===== config.mk =====
export PLATFORM = sky130hd
export DESIGN_NAME = card_grid_renderer_flat
export DESIGN_NICKNAME = d
export VERILOG_FILES = /design/src/rtl/card_grid_pkg.sv /design/src/rtl/card_grid_renderer_if.sv /design/src/rtl/grid_axis_counter.sv /design/src/rtl/card_grid_renderer.sv /design/src/flat_wrapper.sv
export SDC_FILE = /design/constraint.sdc
export NUM_CORES = 1
export LEC_CHECK = 0
export BUFFER_PORTS_ARGS = -buffer_cell sky130_fd_sc_hd__clkbuf_2
export CAP_MARGIN = 25
export CORE_MARGIN = 2
export CORE_UTILIZATION = 33
export CTS_CLUSTER_DIAMETER = 80
export CTS_CLUSTER_SIZE = 10
export DETAILED_ROUTE_END_ITERATION = 12
export PLACE_DENSITY_LB_ADDON = 0.3
export RECOVER_POWER = 50
export SLEW_MARGIN = 10
export SYNTH_ARGS = -nofsm -noshare
export SYNTH_HDL_FRONTEND = slang
export SYNTH_SLANG_ARGS = --single-unit

===== constraint.sdc =====
create_clock -name clock_25M -period 3.7 [get_ports clock_25M]
set_clock_uncertainty 0.1 [all_clocks]
set_input_delay 0.37 -clock clock_25M [delete_from_list [all_inputs] [get_ports clock_25M]]
set_output_delay 0.37 -clock clock_25M [all_outputs]
set_load 0.1 [all_outputs]

===== src/rtl/card_grid_pkg.sv =====
// card_grid_pkg: card state encoding, per-channel palette masks and colour helper for card_grid_renderer.
package card_grid_pkg;
  typedef enum logic [1:0] {EMPTY = 2'b00, HIDDEN = 2'b01, REVEALED = 2'b10, MATCHED = 2'b11} card_state_t;
  // bit s of each mask: channel lit for symbol s (magenta, cyan, yellow, red, lime, blue, white, white)
  localparam logic [7:0] PAL_R = 8'b1100_1101;
  localparam logic [7:0] PAL_G = 8'b1101_0110;
  localparam logic [7:0] PAL_B = 8'b1110_0011;
  localparam int BORDER_PX = 3;
  localparam int CW_MAX = 16;
  function automatic logic [CW_MAX-1:0] shade(input logic on, input logic half, input int cw);
    logic [CW_MAX-1:0] full;
    full = CW_MAX'((32'd1 << cw) - 32'd1);
    return on ? (half ? full >> 1 : full) : '0;
  endfunction
endpackage


===== src/rtl/card_grid_renderer_if.sv =====
// card_grid_renderer_if: raster timing in from the vga generator, pixel/sync out to the DAC.
interface card_grid_renderer_if #(parameter int CW = 10);
  logic [9:0] sx, sy;
  logic hsync, vsync, de;
  logic [CW-1:0] vga_r, vga_g, vga_b;
  logic vga_hsync, vga_vsync, vga_blank;
  modport master (output sx, sy, hsync, vsync, de, input vga_r, vga_g, vga_b, vga_hsync, vga_vsync, vga_blank);
  modport slave (input sx, sy, hsync, vsync, de, output vga_r, vga_g, vga_b, vga_hsync, vga_vsync, vga_blank);
endinterface


===== src/rtl/grid_axis_counter.sv =====
// grid_axis_counter: offset/index/run tracker for one raster axis; outputs describe the current position.
module grid_axis_counter #(
  parameter int START = 20,
  parameter int SIZE = 104,
  parameter int PITCH = 124,
  parameter int COUNT = 5
) (
  input  logic clock_25M,
  input  logic reset_n,
  input  logic step,
  input  logic [9:0] pos,
  output logic [$clog2(PITCH)-1:0] off,
  output logic [$clog2(COUNT+1)-1:0] idx,
  output logic hit
);
  localparam int OW = $clog2(PITCH);
  localparam int NW = $clog2(COUNT+1);
  logic [OW-1:0] off_q;
  logic [NW-1:0] idx_q;
  logic run_q, run, wrap;
  // registers hold the last stepped position, so a step is folded in combinationally
  always_comb begin
    wrap = int'(off_q) == PITCH - 1;
    off = off_q;
    idx = idx_q;
    run = run_q;
    if (step) begin
      if (pos == 10'(START)) begin
        off = '0;
        idx = '0;
        run = 1'b1;
      end else if (pos == '0) run = 1'b0;
      else if (run_q) begin
        off = wrap ? '0 : off_q + 1'b1;
        idx = wrap ? idx_q + 1'b1 : idx_q;
        run = !(wrap && idx_q == NW'(COUNT - 1));
      end
    end
    hit = run && int'(off) < SIZE;
  end
  always_ff @(posedge clock_25M)
    if (!reset_n) begin
      off_q <= '0;
      idx_q <= '0;
      run_q <= 1'b0;
    end else begin
      off_q <= off;
      idx_q <= idx;
      run_q <= run;
    end
endmodule


===== src/rtl/card_grid_renderer.sv =====
// card_grid_renderer: 2-stage pipelined COLS x ROWS card painter for a 640x480 raster.
// Define CARD_CURSOR_BORDER_EN to outline the cursor card in white.
module card_grid_renderer import card_grid_pkg::*; #(
  parameter int COLS = 5,
  parameter int ROWS = 4,
  parameter int CARD_W = 104,
  parameter int CARD_H = 95,
  parameter int GAP = 20,
  parameter int ORIGIN_X = 20,
  parameter int ORIGIN_Y = 20,
  parameter int H_ACTIVE = 640,
  parameter int V_ACTIVE = 480,
  parameter int CW = 10,
  localparam int N = COLS * ROWS,
  localparam int IW = $clog2(N)
) (
  input logic clock_25M,
  input logic reset_n,
  card_grid_renderer_if.slave vif,
  input logic [2*N-1:0] card_state,
  input logic [3*N-1:0] card_sym,
  input logic [IW-1:0] cursor_idx
);
  localparam int PX = CARD_W + GAP;
  localparam int PY = CARD_H + GAP;
  if (ORIGIN_X + COLS*PX - GAP > H_ACTIVE || ORIGIN_Y + ROWS*PY - GAP > V_ACTIVE || CW < 2 || CW > CW_MAX || N < 2) begin : g_bad_params
    $error("card_grid_renderer: grid exceeds raster or CW out of range");
  end
  logic [$clog2(PX)-1:0] xoff;
  logic [$clog2(PY)-1:0] yoff;
  logic [$clog2(COLS+1)-1:0] xidx;
  logic [$clog2(ROWS+1)-1:0] yidx;
  logic xhit, yhit, frame, white, in1, de1, hs1, vs1, lit, half;
  logic [IW-1:0] k1;
  logic [2*N-1:0] state_sh;
  logic [3*N-1:0] sym_sh;
  card_state_t st;
  logic [2:0] sym, on;
  grid_axis_counter #(.START(ORIGIN_X), .SIZE(CARD_W), .PITCH(PX), .COUNT(COLS)) u_x (
    .clock_25M(clock_25M), .reset_n(reset_n), .step(1'b1), .pos(vif.sx), .off(xoff), .idx(xidx), .hit(xhit));
  grid_axis_counter #(.START(ORIGIN_Y), .SIZE(CARD_H), .PITCH(PY), .COUNT(ROWS)) u_y (
    .clock_25M(clock_25M), .reset_n(reset_n), .step(vif.sx == '0), .pos(vif.sy), .off(yoff), .idx(yidx), .hit(yhit));
  assign frame = vif.sy == 10'(V_ACTIVE) && vif.sx == '0;
  always_ff @(posedge clock_25M)
    if (!reset_n) begin
      in1 <= 1'b0;
      k1 <= '0;
      de1 <= 1'b0;
      hs1 <= 1'b1;
      vs1 <= 1'b1;
    end else begin
      in1 <= xhit && yhit;
      k1 <= IW'(int'(yidx) * COLS + int'(xidx));
      de1 <= vif.de;
      hs1 <= vif.hsync;
      vs1 <= vif.vsync;
    end
  // shadow only moves at the frame pulse so a frame never mixes old and new state
  always_ff @(posedge clock_25M)
    if (!reset_n) begin
      state_sh <= '0;
      sym_sh <= '0;
    end else if (frame) begin
      state_sh <= card_state;
      sym_sh <= card_sym;
    end
`ifdef CARD_CURSOR_BORDER_EN
  logic [IW-1:0] cursor_sh;
  logic cur_on, edge1;
  always_ff @(posedge clock_25M)
    if (!reset_n) begin
      cursor_sh <= '0;
      cur_on <= 1'b0;
      edge1 <= 1'b0;
    end else begin
      if (frame) begin
        cursor_sh <= cursor_idx;
        cur_on <= int'(cursor_idx) < N;
      end
      edge1 <= int'(xoff) < BORDER_PX || int'(xoff) >= CARD_W - BORDER_PX ||
               int'(yoff) < BORDER_PX || int'(yoff) >= CARD_H - BORDER_PX;
    end
  assign white = in1 && edge1 && cur_on && cursor_sh == k1;
`else
  logic unused_cursor;
  assign unused_cursor = ^{cursor_idx, xoff, yoff};
  assign white = 1'b0;
`endif
  always_comb begin
    st = card_state_t'(state_sh[2*k1 +: 2]);
    sym = sym_sh[3*k1 +: 3];
    lit = in1 && (st == REVEALED || st == MATCHED);
    half = !white && lit && st == MATCHED;
    on = white ? 3'b111 : (in1 && st == HIDDEN) ? 3'b101 : lit ? {PAL_R[sym], PAL_G[sym], PAL_B[sym]} : 3'b000;
  end
  always_ff @(posedge clock_25M)
    if (!reset_n) begin
      vif.vga_r <= '0;
      vif.vga_g <= '0;
      vif.vga_b <= '0;
      vif.vga_hsync <= 1'b1;
      vif.vga_vsync <= 1'b1;
      vif.vga_blank <= 1'b0;
    end else begin
      vif.vga_r <= de1 ? CW'(shade(on[2], half, CW)) : '0;
      vif.vga_g <= de1 ? CW'(shade(on[1], half, CW)) : '0;
      vif.vga_b <= de1 ? CW'(shade(on[0], half, CW)) : '0;
      vif.vga_hsync <= hs1;
      vif.vga_vsync <= vs1;
      vif.vga_blank <= de1;
    end
endmodule

===== src/flat_wrapper.sv =====
// flat-port wrapper written by rule: the top's interface ports become plain ports
module card_grid_renderer_flat import card_grid_pkg::*;
#(
  parameter int COLS = 5,
  parameter int ROWS = 4,
  parameter int CARD_W = 104,
  parameter int CARD_H = 95,
  parameter int GAP = 20,
  parameter int ORIGIN_X = 20,
  parameter int ORIGIN_Y = 20,
  parameter int H_ACTIVE = 640,
  parameter int V_ACTIVE = 480,
  parameter int CW = 10,
  localparam int N = COLS * ROWS,
  localparam int IW = $clog2(N)
)
  (clock_25M, reset_n, card_state, card_sym, cursor_idx, vif_sx, vif_sy, vif_hsync, vif_vsync, vif_de, vif_vga_r, vif_vga_g, vif_vga_b, vif_vga_hsync, vif_vga_vsync, vif_vga_blank);
  card_grid_renderer_if #(.CW(CW)) vif_i ();
  input logic clock_25M;
  input logic reset_n;
  input logic [2*N-1:0] card_state;
  input logic [3*N-1:0] card_sym;
  input logic [IW-1:0] cursor_idx;
  input wire logic [$bits(vif_i.sx)-1:0] vif_sx;
  input wire logic [$bits(vif_i.sy)-1:0] vif_sy;
  input wire logic [$bits(vif_i.hsync)-1:0] vif_hsync;
  input wire logic [$bits(vif_i.vsync)-1:0] vif_vsync;
  input wire logic [$bits(vif_i.de)-1:0] vif_de;
  output wire logic [$bits(vif_i.vga_r)-1:0] vif_vga_r;
  output wire logic [$bits(vif_i.vga_g)-1:0] vif_vga_g;
  output wire logic [$bits(vif_i.vga_b)-1:0] vif_vga_b;
  output wire logic [$bits(vif_i.vga_hsync)-1:0] vif_vga_hsync;
  output wire logic [$bits(vif_i.vga_vsync)-1:0] vif_vga_vsync;
  output wire logic [$bits(vif_i.vga_blank)-1:0] vif_vga_blank;
  assign vif_i.sx = vif_sx;
  assign vif_i.sy = vif_sy;
  assign vif_i.hsync = vif_hsync;
  assign vif_i.vsync = vif_vsync;
  assign vif_i.de = vif_de;
  assign vif_vga_r = vif_i.vga_r;
  assign vif_vga_g = vif_i.vga_g;
  assign vif_vga_b = vif_i.vga_b;
  assign vif_vga_hsync = vif_i.vga_hsync;
  assign vif_vga_vsync = vif_i.vga_vsync;
  assign vif_vga_blank = vif_i.vga_blank;
  card_grid_renderer #(.COLS(COLS), .ROWS(ROWS), .CARD_W(CARD_W), .CARD_H(CARD_H), .GAP(GAP), .ORIGIN_X(ORIGIN_X), .ORIGIN_Y(ORIGIN_Y), .H_ACTIVE(H_ACTIVE), .V_ACTIVE(V_ACTIVE), .CW(CW)) u_core (.clock_25M(clock_25M), .reset_n(reset_n), .vif(vif_i), .card_state(card_state), .card_sym(card_sym), .cursor_idx(cursor_idx));
endmodule

==> results.tsv, run 1 <==
stage	metric	value	unit
timing	final number of setup-violating endpoints	0	
clock_network	TritonCTS buffer count	17	
global_route	GR Util All Layers	15.62	%
synth	Synth Warn #	0	
critical_path	R2R setup slack	0.28	ns
critical_path	Worst Setup Start Kind	register	
cells_and_area	Nets	1041	
timing	fin crit period	3.420	ns
critical_path	crit-path most repeated cell	ha_1	
floorplanning	IO Pins	163	
timing	final-report hold violation count	0	
detailed_routing	drt total wl	16620	um
place	routability congestion estimate	0.8605	
global_route	number of global-route vias before repair	5281	
clock_network	Clock Pin Slew Worst Setup and Hold Paths	0.06	ns
timing	crit share post-route	92.42	%
synth	Avg Cell Area, Syn	8.914	um2
floorplanning	Die Width	147.6	um
cells_and_area	fill count	2071	
place	Buffers on Ports	157	
critical_path	crit-path leading delay family	adder cells	
floorplanning	die area	21780	um2
power_and_ir_drop	Power Total	3317	uW
clock_network	latest clock arrival within the worst-skew pair	0.42	ns
cells_and_area	most frequent cells in the layout	nand2_1 (224), dfxtp_1 (139), clkbuf_2 (124)	
critical_path	Setup CP Type	register to register	
detailed_routing	drt via density	4.700	
clock_network	TritonCTS clock tree	done	
detailed_routing	met3 WL post-DR	955	um
timing	Slew headroom	-59.37	%
cells_and_area	design area	8298	um2
detailed_routing	met2 WL	7411	um
critical_path	crit path DAT	3.62	ns
critical_path	Crit. End Element	register	
synth	sequential area share after synthesis	41.21	%
run	Max Cap Viol	1	
synth	synth unique cells	54	
power_and_ir_drop	peak supply drop	0.0002812	V
timing	final max-slew violation count	68	
clock_network	H-Tree Depth	4	
synth	share of synthesized flip-flops with an asynchronous set or reset	0	%
worst_hold_path	Hold Crit Class	primary input to register	
global_route	global route total overflow	0	
synth	post-synthesis cell count	763	
cells_and_area	final core utilization	41.01	%
synth	Main synth FF type	dfxtp_1	
detailed_routing	wire length per cell	14.13	um
global_route	initial antenna violation count	1	
timing	RSZ-0062 raised after global routing	no	
outcome	status	complete, but fails checks	
floorplanning	core area	20230	um2
outcome	failing checks	capacitance limit, slew limit	
critical_path	CP max-delay cell	dfxtp_1	
synth	mapped cell area	6802	um2
synth	Syn Nets	911	
cells_and_area	most common cell after layout, fill and taps aside	nand2_1	
critical_path	CP Cell Sequence	inv_1 > ha_1 > nor4bb_2 > nand4_1 > buf_4 > nor4_1 > o21a_1 > ha_1 > ha_1 > ha_1 > a21o_1 > a21oi_1 > xnor2_1 > xnor2_1 > nor2b_1	
timing	Max Clk Rate	292.4	MHz
timing	Slew @ Worst Pin	2.391	ns
critical_path	critical path peak fanout	5	
cells_and_area	Area Overhead vs Synth	22.00	%
clock_network	clk sink count	140	
clock_network	Post CTS Setup Buffer Count	0	
power_and_ir_drop	PwrDens	399.8	nW/um2
critical_path	slowest cell delay on critical path	0.35	ns
global_route	largest net degree at the start of global routing	101	
timing	setup_tns	0	ns
synth	flops & latches, synth	140	
critical_path	CP Data Required Time	3.90	ns
floorplanning	Starting Density	33.61	%
cells_and_area	Seq. cell area	2804	um2
detailed_routing	highest metal used	met4	
detailed_routing	M1 WL	8042	um
clock_network	buffer depth of the longest clock path	2	
cells_and_area	footprint of the multi-input gates	3567	um2
floorplanning	row count	52	
floorplanning	Chip Height	147.6	um
synth	Post-synth EDFFs	0	
detailed_routing	Residual DRC	0	
critical_path	CP bufs+invs	2	
power_and_ir_drop	Leakage Power	0.003140	uW
place	DPL Wire Length	11750	um
detailed_routing	TritonRoute pass-1 iters	4	
cells_and_area	fraction of layout cells with a size suffix above 1	24.09	%
place	placed standard-cell area	7760	um2
detailed_routing	Antenna Nets Post-Route	0	
timing	Hold WS	0.03522	ns
global_route	first-pass GRT wire length	26750	um
detailed_routing	DRT iter0 DRCs	242	
detailed_routing	vias	5527	
clock_network	Root Driver	clkbuf_16	
## cell type report
cell class | instances | share of cell area (%)
multi-input cells | 539 | 42.99
flip-flops and latches | 140 | 33.79
repair buffers | 184 | 11.67
clock buffers | 21 | 5.549
well taps | 270 | 4.071
clock inverters | 10 | 1.402
inverters | 11 | 0.4976
diodes | 1 | 0.03016
## where the power goes
group          leakage (uW)  switching [uW]  total (uW)  internal [uW]
clock              0.000279             653        1680           1020
sequential          0.00113            1.12        1510           1510
combinational       0.00173            58.9         127           68.5
total               0.00314             713        3320           2600
## cell usage after synthesis (2+ instances only)
library cell | n | share of area [%]
dfxtp_1 | 140 | 41
ha_1 | 17 | 3.1
a21boi_0 | 100 | 11
and3_1 | 4 | 0.37
nand3b_1 | 2 | 0.22
a41oi_1 | 2 | 0.26
a22oi_1 | 2 | 0.22
nand4_1 | 6 | 0.55
nor2b_1 | 5 | 0.46
a31oi_1 | 6 | 0.55
buf_2 | 13 | 0.96
a221oi_1 | 2 | 0.26
nand3_1 | 7 | 0.52
a21oi_1 | 6 | 0.44
nand2_1 | 224 | 12
nor4_1 | 6 | 0.55
nor2_1 | 25 | 1.4
a21o_1 | 3 | 0.33
buf_4 | 27 | 3.0
buf_1 | 3 | 0.17
mux4_2 | 25 | 8.3
xnor2_1 | 8 | 1.0
nor4b_1 | 2 | 0.26
mux2_2 | 4 | 0.66
or2_2 | 2 | 0.18
nand2b_1 | 5 | 0.46
and2_1 | 15 | 1.4
inv_1 | 11 | 0.61
o21ai_0 | 12 | 0.88
nor3_1 | 6 | 0.44
nor3b_1 | 3 | 0.33
a211oi_1 | 2 | 0.22
mux2i_1 | 12 | 1.8
and4_1 | 3 | 0.39
clkbuf_1 | 29 | 1.6
xor2_1 | 4 | 0.52
a311oi_1 | 3 | 0.39
## per-layer routing
metal  vias to the layer above  global-route usage (%)
met2                       139                   24.28
met5                         -                       0
li1                       2851                       -
met4                         0                   4.663
met3                        14                   4.506
met1                      2523                   21.12
## what timing repair did
item,CTS,global route
hold buffers,0,0
resized for setup,0,1
setup endpoints to repair,0,1
## worst register-to-register path: cells and delay by family, from the launching register on
| family | cells | cell delay (ns) |
|---|---|---|
| XOR/XNOR | 2 | 0.28 |
| adder cells (fa/ha/maj) | 4 | 0.97 |
| buffers and inverters | 2 | 0.28 |
| AND/OR/NAND/NOR | 4 | 0.80 |
| flip-flops | 1 | 0.35 |
| AO/OA/AOI/OAI | 3 | 0.52 |
## path summary, 6_finish.rpt
check                              end                start  cells after the start
setup / recovery          u_core.k1[4]  u_core.u_y.off_q[0]                     15
hold reg to reg   u_core.vif.vga_vsync           u_core.vs1                      1
hold / removal              u_core.hs1            vif_hsync                      2
setup reg to reg          u_core.k1[4]  u_core.u_y.off_q[0]                     15
## sequential cells by signal, indices dropped and copies added, names as in the netlist
signal	flops
u_core.de1	1
u_core.hs1	1
u_core.in1	1
u_core.k1	5
u_core.state_sh	40
u_core.sym_sh	60
u_core.u_x.idx_q	3
u_core.u_x.off_q	7
u_core.u_x.run_q	1
u_core.u_y.idx_q	3
u_core.u_y.off_q	7
u_core.u_y.run_q	1
u_core.vif.vga_b	2
u_core.vif.vga_blank	1
u_core.vif.vga_g	2
u_core.vif.vga_hsync	1
u_core.vif.vga_r	2
u_core.vif.vga_vsync	1
u_core.vs1	1
## cells by family (layout without fill, tap and decap cells)
kind of cell | Yosys count | after routing | synth area share, %
other | 0 | 1 | 0
buffers and inverters | 84 | 226 | 6.475
adders and majority gates | 18 | 18 | 3.422
AOI/OAI and AO/OA | 146 | 146 | 15.69
xor gates and xnor gates | 12 | 12 | 1.545
DFF | 140 | 140 | 41.21
and+or+nand+nor | 322 | 322 | 20.95
muxes | 41 | 41 | 10.71
## stage by stage
stage,cells,setup slack [ns]
floorplan,763,0.1368
global placement,1144,0.09371
detailed placement,1144,0.09441
CTS,1175,0.2254
global route,1175,0.003760
finish,1176,0.2804
Note: power is estimated with default switching activity, not from simulation.
==> run 2: changes to the inputs <==
clock period = 4.15 ns   (was 3.7 ns; I/O delays follow)
==> run 2 against run 1 <==
The run still ends with capacitance limit, slew limit left. Non-clock buffer count down 13. Utilization down 0.22 points. Final cell count down 1.0%. Hold slack better by 0.050 ns. Global-route usage down 0.23 points. Worst setup slack better by 0.14 ns. Maximum frequency down 8.4%. Combinational power down 11%. Sequential power down 11%.
==> results.tsv, run 2 (synthesized netlist as in run 1, its figures left out) <==
stage	metric	value	unit
floorplanning	Die Width	147.6	um
floorplanning	Starting Density	33.61	%
clock_network	Post CTS Setup Buffer Count	0	
floorplanning	die area	21780	um2
detailed_routing	TritonRoute pass-1 iters	4	
timing	final max-slew violation count	111	
cells_and_area	Regs by FF count	u_core.sym_sh x60, u_core.state_sh x40	
critical_path	Register-to-Register Path Depth	15	
clock_network	clk sink count	140	
outcome	failing checks	capacitance limit, slew limit	
place	Buffers on Ports	157	
cells_and_area	fill count	2057	
timing	Slew headroom	-25.34	%
critical_path	crit path DAT	3.93	ns
timing	setup_tns	0	ns
clock_network	Clock Pin Slew Worst Setup and Hold Paths	0.06	ns
global_route	initial antenna violation count	1	
critical_path	crit-path most repeated cell	ha_1	
global_route	first-pass GRT wire length	26720	um
power_and_ir_drop	Leakage Power	0.003090	uW
detailed_routing	Antenna Nets Post-Route	0	
critical_path	Setup CP Type	register to register	
critical_path	slowest cell delay on critical path	0.44	ns
timing	final-report hold violation count	0	
floorplanning	core area	20230	um2
place	routability congestion estimate	0.8311	
detailed_routing	wire length per cell	14.16	um
critical_path	Crit. End Element	register	
critical_path	CP Cell Sequence	inv_1 > ha_1 > nor4bb_1 > nand4_1 > nor3_2 > xnor2_1 > nor2_1 > ha_1 > ha_1 > ha_1 > a21o_1 > a21oi_1 > xnor2_1 > xnor2_1 > nor2b_1	
run	Max Cap Viol	1	
floorplanning	IO Pins	163	
clock_network	TritonCTS buffer count	17	
detailed_routing	drt total wl	16480	um
cells_and_area	most common cell after layout, fill and taps aside	nand2_1	
worst_hold_path	Hold Crit Class	primary input to register	
place	Inst Count DP	1130	
cells_and_area	fraction of layout cells with a size suffix above 1	22.84	%
detailed_routing	vias	5522	
global_route	largest net degree at the start of global routing	111	
critical_path	R2R setup slack	0.42	ns
clock_network	latest clock arrival within the worst-skew pair	0.42	ns
timing	Slew @ Worst Pin	1.880	ns
floorplanning	Chip Height	147.6	um
clock_network	TritonCTS clock tree	done	
timing	RSZ-0062 raised after global routing	no	
timing	fin crit period	3.733	ns
critical_path	CP Data Required Time	4.34	ns
power_and_ir_drop	PwrDens	375.6	nW/um2
critical_path	critical path peak fanout	5	
cells_and_area	Biggest register	u_core.sym_sh	
cells_and_area	Nets	1028	
cells_and_area	footprint of the multi-input gates	3566	um2
cells_and_area	non-filler cells, final	1164	
cells_and_area	Area Overhead vs Synth	21.36	%
critical_path	Worst Setup Start Kind	register	
critical_path	CP Depth	15	
cells_and_area	Seq. cell area	2804	um2
global_route	number of global-route vias before repair	5191	
power_and_ir_drop	peak supply drop	0.0002512	V
timing	Max Clk Rate	267.9	MHz
cells_and_area	Largest register FFs	60	
cells_and_area	most frequent cells in the layout	nand2_1 (224), dfxtp_1 (139), clkbuf_2 (124)	
clock_network	Root Driver	clkbuf_16	
global_route	global route total overflow	0	
place	DPL Wire Length	11390	um
critical_path	CP max-delay cell	nor4bb_1	
clock_network	H-Tree Depth	4	
detailed_routing	Residual DRC	0	
critical_path	crit-path leading delay family	simple AND/OR/NAND/NOR gates	
outcome	status	complete, but fails checks	
timing	final number of setup-violating endpoints	0	
timing	crit share post-route	89.95	%
detailed_routing	DRT iter0 DRCs	284	
global_route	GR Util All Layers	15.39	%
floorplanning	row count	52	
worst_hold_path	hold depth	2	
critical_path	CP bufs+invs	1	
detailed_routing	drt via density	4.744	
clock_network	buffer depth of the longest clock path	2	
## run 2: timing repair
| action | in CTS | in global routing |
|---|---|---|
| resized for setup | 0 | 1 |
| hold buffers | 0 | 0 |
| setup endpoints to repair | 0 | 1 |
## run 2: path summary, 6_finish.rpt
check | from | to
worst max-delay path | u_core.u_y.off_q[0] | u_core.k1[4]
worst min-delay path | vif_vsync | u_core.vs1
worst min register to register | u_core.vs1 | u_core.vif.vga_vsync
worst max register to register | u_core.u_y.off_q[0] | u_core.k1[4]
## run 2: through the flow
step	utilization [%]	hold WS (ns)	worst slack, ns	cell area [um2]	power (uW)
after floorplan	-	0.2863	0.5418	6802	1417
after global placement	37.77	0.2887	0.3766	7642	1491
after detailed placement	37.77	0.3034	0.3044	7642	1491
after CTS	40.91	0.06588	0.2686	8278	3142
after global routing	40.78	0.07100	0.1210	8252	3221
final	40.79	0.08536	0.4170	8254	3101
## run 2: final cells by class
class | count | area share, %
Inverter | 11 | 0.5002
Timing Repair Buffer | 171 | 10.50
Sequential cell | 140 | 33.97
Clock inverter | 14 | 2.501
Clock buffer | 18 | 5.199
Tap cell | 270 | 4.093
Antenna cell | 1 | 0.03032
Multi-Input combinational cell | 539 | 43.20
## run 2: power by group
part | internal, uW | switching, uW
Sequential | 1350 | 0.955
Combinational | 61.4 | 52.1
Clock | 1020 | 619
Total | 2430 | 672
## run 2: per-layer routing
metal  track usage [%]  up-vias  wire length (um)
met5                 0        -                 0
met4             4.760        0               191
met3             4.074       12               803
met2             23.42      113              7398
met1             21.37     2574              8088
li1                  -     2823                 -
